## config.mk

```make
export PLATFORM = sky130hd
export DESIGN_NAME = map_server
export DESIGN_NICKNAME = d
export VERILOG_FILES = /design/src/rtl/map_server.sv
export SDC_FILE = /design/constraint.sdc
export NUM_CORES = 2
export LEC_CHECK = 0
export ABC_AREA = 0
export BUFFER_PORTS_ARGS = -buffer_cell sky130_fd_sc_hd__buf_2
export CORE_ASPECT_RATIO = 1.2
export CORE_MARGIN = 5
export CORE_UTILIZATION = 30
export CTS_CLUSTER_DIAMETER = 60
export DETAILED_ROUTE_END_ITERATION = 10
export GPL_TIMING_DRIVEN = 0
export RECOVER_POWER = 50
export SLEW_MARGIN = 30
export SYNTH_ARGS = -nofsm -noshare
export SYNTH_HDL_FRONTEND = slang
export SYNTH_SLANG_ARGS = --single-unit
```

## constraint.sdc

```tcl
create_clock -name clk -period 5.1 [get_ports clk]
set_input_delay 0.51 -clock clk [delete_from_list [all_inputs] [get_ports clk]]
set_output_delay 0.51 -clock clk [all_outputs]
set_load 0.05 [all_outputs]
```

## src/rtl/map_server.sv

```systemverilog
// map_server: 16x16 tile map with loader port and single-agent move arbitration;
// defining MAP_SERVER_STATS_EN adds ack_cnt/nack_cnt response counters.
module map_server (
    input  logic        clk,
    input  logic        rst,
    input  logic        req,
    input  logic [1:0]  req_type,
    input  logic [7:0]  req_content,
    input  logic [15:0] digger_status,
    input  logic        ld_en,
    input  logic [7:0]  ld_addr,
    input  logic [15:0] ld_data,
    output logic        ACK,
    output logic        NACK,
    output logic        wr,
    output logic [15:0] data_out,
    output logic        ready
`ifdef MAP_SERVER_STATS_EN
    ,
    output logic [7:0]  ack_cnt,
    output logic [7:0]  nack_cnt
`endif
);
    typedef enum logic [2:0] {INIT, IDLE, LOOKUP, RESPOND, WAIT_DROP} state_t;
    state_t state;
    logic [15:0] mem [256];
    logic [15:0] rdata, wd, resp;
    logic [255:0] occ;
    logic [7:0] pos, init_addr, tgt, wa;
    logic [1:0] typ;
    logic pos_v, we, rd, catch_hit, same, ok, mv;
    logic unused_status;
    assign unused_status = ^digger_status[15:8];
    always_comb begin
        we = !rst && (state == INIT || (state == IDLE && ld_en));
        rd = !rst && state == IDLE && req && !ld_en;
        wa = state == INIT ? init_addr : ld_addr;
        wd = state == INIT ? 16'h0000 : ld_data;
    end
    always_ff @(posedge clk) begin
        if (we) mem[wa] <= wd;
        if (rd) rdata <= mem[req_content];
    end
    // move priority: catch, then stay-in-place, then occupied, then free
    always_comb begin
        catch_hit = tgt == digger_status[7:0];
        same = pos_v && tgt == pos;
        ok = typ != 2'b11 && !(typ == 2'b01 && !catch_hit && !same && occ[tgt]);
        mv = typ == 2'b01 && !catch_hit && !same && !occ[tgt];
        resp = typ == 2'b10 ? {7'b0, pos_v, pos} : (typ == 2'b01 && catch_hit) ? 16'hFFFF : rdata;
    end
    always_ff @(posedge clk) begin
        if (rst) begin
            state <= INIT;
            init_addr <= 8'd0;
            ready <= 1'b0;
            ACK <= 1'b0;
            NACK <= 1'b0;
            wr <= 1'b0;
            data_out <= 16'h0000;
            occ <= '0;
            pos <= 8'd0;
            pos_v <= 1'b0;
            typ <= 2'b00;
            tgt <= 8'd0;
        end else begin
            ACK <= 1'b0;
            NACK <= 1'b0;
            wr <= 1'b0;
            case (state)
                INIT: begin
                    init_addr <= init_addr + 8'd1;
                    if (init_addr == 8'hFF) begin
                        ready <= 1'b1;
                        state <= IDLE;
                    end
                end
                IDLE: if (req && !ld_en) begin
                    typ <= req_type;
                    tgt <= req_content;
                    state <= LOOKUP;
                end
                LOOKUP: state <= RESPOND;
                RESPOND: begin
                    state <= WAIT_DROP;
                    ACK <= ok;
                    NACK <= !ok;
                    wr <= ok;
                    if (ok) data_out <= resp;
                    if (mv) begin
                        if (pos_v) occ[pos] <= 1'b0;
                        occ[tgt] <= 1'b1;
                        pos <= tgt;
                        pos_v <= 1'b1;
                    end
                end
                WAIT_DROP: if (!req) state <= IDLE;
                default: state <= INIT;
            endcase
        end
    end
`ifdef MAP_SERVER_STATS_EN
    always_ff @(posedge clk) begin
        if (rst) begin
            ack_cnt <= 8'd0;
            nack_cnt <= 8'd0;
        end else if (state == RESPOND) begin
            if (ok) ack_cnt <= ack_cnt + 8'd1;
            else nack_cnt <= nack_cnt + 8'd1;
        end
    end
`endif
endmodule

```

==> results.json <==
{
  "worstPathRequired_ns": 5.71,
  "max_freq_ghz": 0.191,
  "maxCapViolCount": 23,
  "grt_pass1_wl_um": 726000,
  "fin_crit_sh_pct": 103,
  "cp_num_buf_inv": 3,
  "wl_um": 527000,
  "pwr-share-clk_pct": 42.3,
  "ant_nets": 0,
  "skew_ns": 0.0909,
  "dieArea_mm2": 0.592,
  "intPower_mw": 57.6,
  "synth-compound-area-share_pct": 2.13,
  "path_cells": "clkbuf_1 -> nor3_1 -> clkbuf_1 -> nand3b_1 -> nand2_1 -> nand3_1 -> clkbuf_4 -> nor2_2",
  "grt_max_degree": 63,
  "powerDensity_mw_per_mm2": 365,
  "cp-start-kind": "flop",
  "area.growth.synth_to_final_pct": 16.5,
  "grt.total_usage_pct": 17.4,
  "crit_arrival_ns": 5.84,
  "die_h_um": 842,
  "cp_top_family": "simple AND/OR/NAND/NOR gates",
  "finalMaxSlewViolations": 545,
  "end_kind": "flop",
  "clock-sinks": 4417,
  "seqPwrFrac_pct": 53.1,
  "clk_pin_slew_ns": 0.06,
  "pwr-share-comb_pct": 4.5,
  "grt-ovfl-total": 0,
  "rsz0062_at_grt": "yes",
  "ioPinCount": 74,
  "ys_warn_count": 0,
  "worst_slack_ns": -0.132,
  "viasPerCell": 5.28,
  "ys_async_sr_fraction_pct": 0,
  "cp_slowest_cell": "nor2_2",
  "whs_ns": 0.0713,
  "numCtsBuffers": 414,
  "synth_flop_cell": "edfxtp_1",
  "first_iter_violations": 11600,
  "cts_tree": "built",
  "status": "finished, violations left",
  "post-route-min-period_ns": 5.23,
  "wl_per_cell_um": 31.4,
  "rows": 305,
  "firstDrtPassIters": 8,
  "hold_class": "input pin to flop",
  "hold_viol_final": 0,
  "clock_latency_ns": 1.05,
  "netSwitchingPower_mw": 15.9,
  "syn_inst": 7990,
  "slew_headroom_pct": -85.0,
  "final_layout_size_suffix_gt1_share_pct": 30.6,
  "max_stage_delay_ns": 0.88,
  "syn_avg_cell_area_um2": 21.6,
  "h-tree-depth": 5,
  "p_leak_nw": 61.5,
  "finalSetupTns_ns": -7.27,
  "clock_path_buffers": 4,
  "synth-edff-count": 4112,
  "violations": "max-capacitance violations, max-slew violations, negative setup slack",
  "setup_viol": 171,
  "switching_share_pct": 21.6,
  "gp_congestion": 0.950,
  "postCtsSetupBuffers": 0,
  "core_region_area_mm2": 0.575,
  "ys_ff_latch": 4417,
  "yosys-mux-area-fraction_pct": 18.7,
  "crit_top_cell": "clkbuf_1",
  "chipWidth_um": 703,
  "vias": 88400,
  "port_buffers": 57,
  "drc": 0,
  "worstMarginPinSlew_ns": 2.77,
  "start_util_pct": 30.1,
  "synth_top_family_by_area": "multiplexers",
  "synth-simple-area-share_pct": 2.27,
  "ys_seq_area_share_pct": 75.0,
  "cp_max_fo": 16,
  "synthAdderAreaFrac_pct": 0.00724,
  "syn-num-nets": 8045,
  "ir_worst_vdd_uv": 292,
  "grt_pass1_vias": 89800,
  "clockRootBuffer": "clkbuf_16",
  "antenna_found_initial": 63,
  "synth_area_mm2": 0.173,
  "hpwl_um": 375000,
  "synth_xor_area_share_pct": 0.117,
  "final_nets": 8763,
  "criticalPathCategory": "flop to flop",
  "yosysUniqueCellTypes": 62
}
-- cells by family (layout without fill, tap and decap cells) --
kind of cell,count (synthesis),count (layout)
XOR/XNOR,23,23
buffers and inverters,787,1852
AO/OA/AOI/OAI,474,474
other,0,35
flip-flops,4417,4417
multiplexers,1469,1469
adder cells (fa/ha/maj),1,1
AND/OR/NAND/NOR,819,819
-- final timing paths --
| path | start | end | slack (ns) | cells after the start |
|---|---|---|---|---|
| worst min-delay path | ld_data[2] | mem[192][2]$_DFFE_PP_ | 0.07 | 2 |
| worst max-delay path | state[2]$_SDFFE_PP0P_ | mem[50][6]$_DFFE_PP_ | -0.13 | 8 |
| worst min register to register | occ[142]$_SDFFE_PP0P_ | occ[142]$_SDFFE_PP0P_ | 0.48 | 2 |
| worst max register to register | state[2]$_SDFFE_PP0P_ | mem[50][6]$_DFFE_PP_ | -0.13 | 8 |
-- layout make-up --
class	count	area [µm²]
clock buffer	518	11000
timing repair buffer	302	3700
antenna	35	87.6
inverter	246	923
clock inverter	245	2620
sequential	4417	130000
multi-input combinational	2786	41400
tap	7675	9600
buffer	541	2470
fill	52900	373000
-- cells in the mapped netlist, types with 18 or more instances --
master	count	share of area (%)
dfxtp_1	305	3.5
mux2i_1	58	0.34
nor2_1	332	0.72
nand3b_1	18	0.078
o21bai_1	35	0.15
inv_1	246	0.53
a311o_1	74	0.43
nand2_1	145	0.31
a311oi_1	35	0.18
buf_1	103	0.22
and3_1	72	0.26
edfxtp_1	4112	71
buf_2	71	0.21
mux4_2	1410	18
o21ai_1	70	0.20
clkbuf_1	351	0.76
o32ai_1	132	0.67
nand3_1	43	0.12
nor2b_1	30	0.11
o22ai_1	28	0.10
o21ai_0	32	0.093
and2_1	19	0.069
nor4_1	85	0.31
nand2b_1	30	0.11
-- sequential cells by signal (all words and copies together) (netlist names) --
signal and count:
state 3, typ 2, data_out 16, init_addr 8, rdata 16, pos_v 1
occ 256, ready 1, mem 4096, wr 1, tgt 8, NACK 1
pos 8
-- what timing repair did --
item / 4_1_cts / 5_1_grt
hold buffers: 15 / 0
setup endpoints to repair: 83 / 577
gates resized for setup: 4 / 12
hold endpoints to repair: 138 / 0
-- worst reg2reg max path, delay by kind of cell (launching register included) --
family	cells	cell delay, ns
AND/OR/NAND/NOR	5	3.06
flip-flops	1	0.30
buffers and inverters	3	1.47
-- power by group through the flow --
stage,Clock [mW],Combinational [mW],Sequential [mW]
floorplan,0,1.79,39.8
global placement,0,3.18,39.8
detailed placement,0,3.31,39.8
CTS,31.5,3.32,39.0
global route,33.0,3.38,39.0
finish,31.1,3.33,39.0
-- routing by layer --
| metal | part of all wire [%] | track usage, % | wire [µm] |
|---|---|---|---|
| met1 | 35 | 20.8 | 186000 |
| met2 | 49 | 29.5 | 261000 |
| met5 | 0.034 | 0 | 181 |
| met3 | 8.5 | 3.56 | 44600 |
| met4 | 6.7 | 9.57 | 35600 |
-- metrics by stage --
stage	total power [mW]	cell area, µm²	util (%)	worst slack (ns)	instances
floorplan	41.6	173000	-	-0.178	7990
global placement	43.0	183000	31.8	-6.24	15700
detailed placement	43.1	188000	32.8	-0.487	15900
CTS	73.9	202000	35.2	-0.0836	16700
global route	75.4	201000	35.0	-0.162	16700
finish	73.4	201000	35.0	-0.132	16800
-- cell usage in the layout (no fill, tap or decap), drive strengths merged, types with 10 or more instances in the layout --
master,n
nand3b,19
nor2b,30
dlygate4sd3,15
a21oi,12
nor2,332
nand2,146
o41ai,16
o22ai,28
mux2i,58
o21bai,35
edfxtp,4112
buf,385
clkinvlp,20
nor3,16
xor2,13
dfxtp,305
o21ai,102
and3,72
mux4,1410
nand3,45
nor4,86
diode,35
o32ai,132
a311o,74
xnor2,10
nand2b,30
and2,21
a311oi,35
bufinv,36
clkinv,172
clkbuf,959
inv,263
Note: power is estimated with default switching activity, not from simulation.
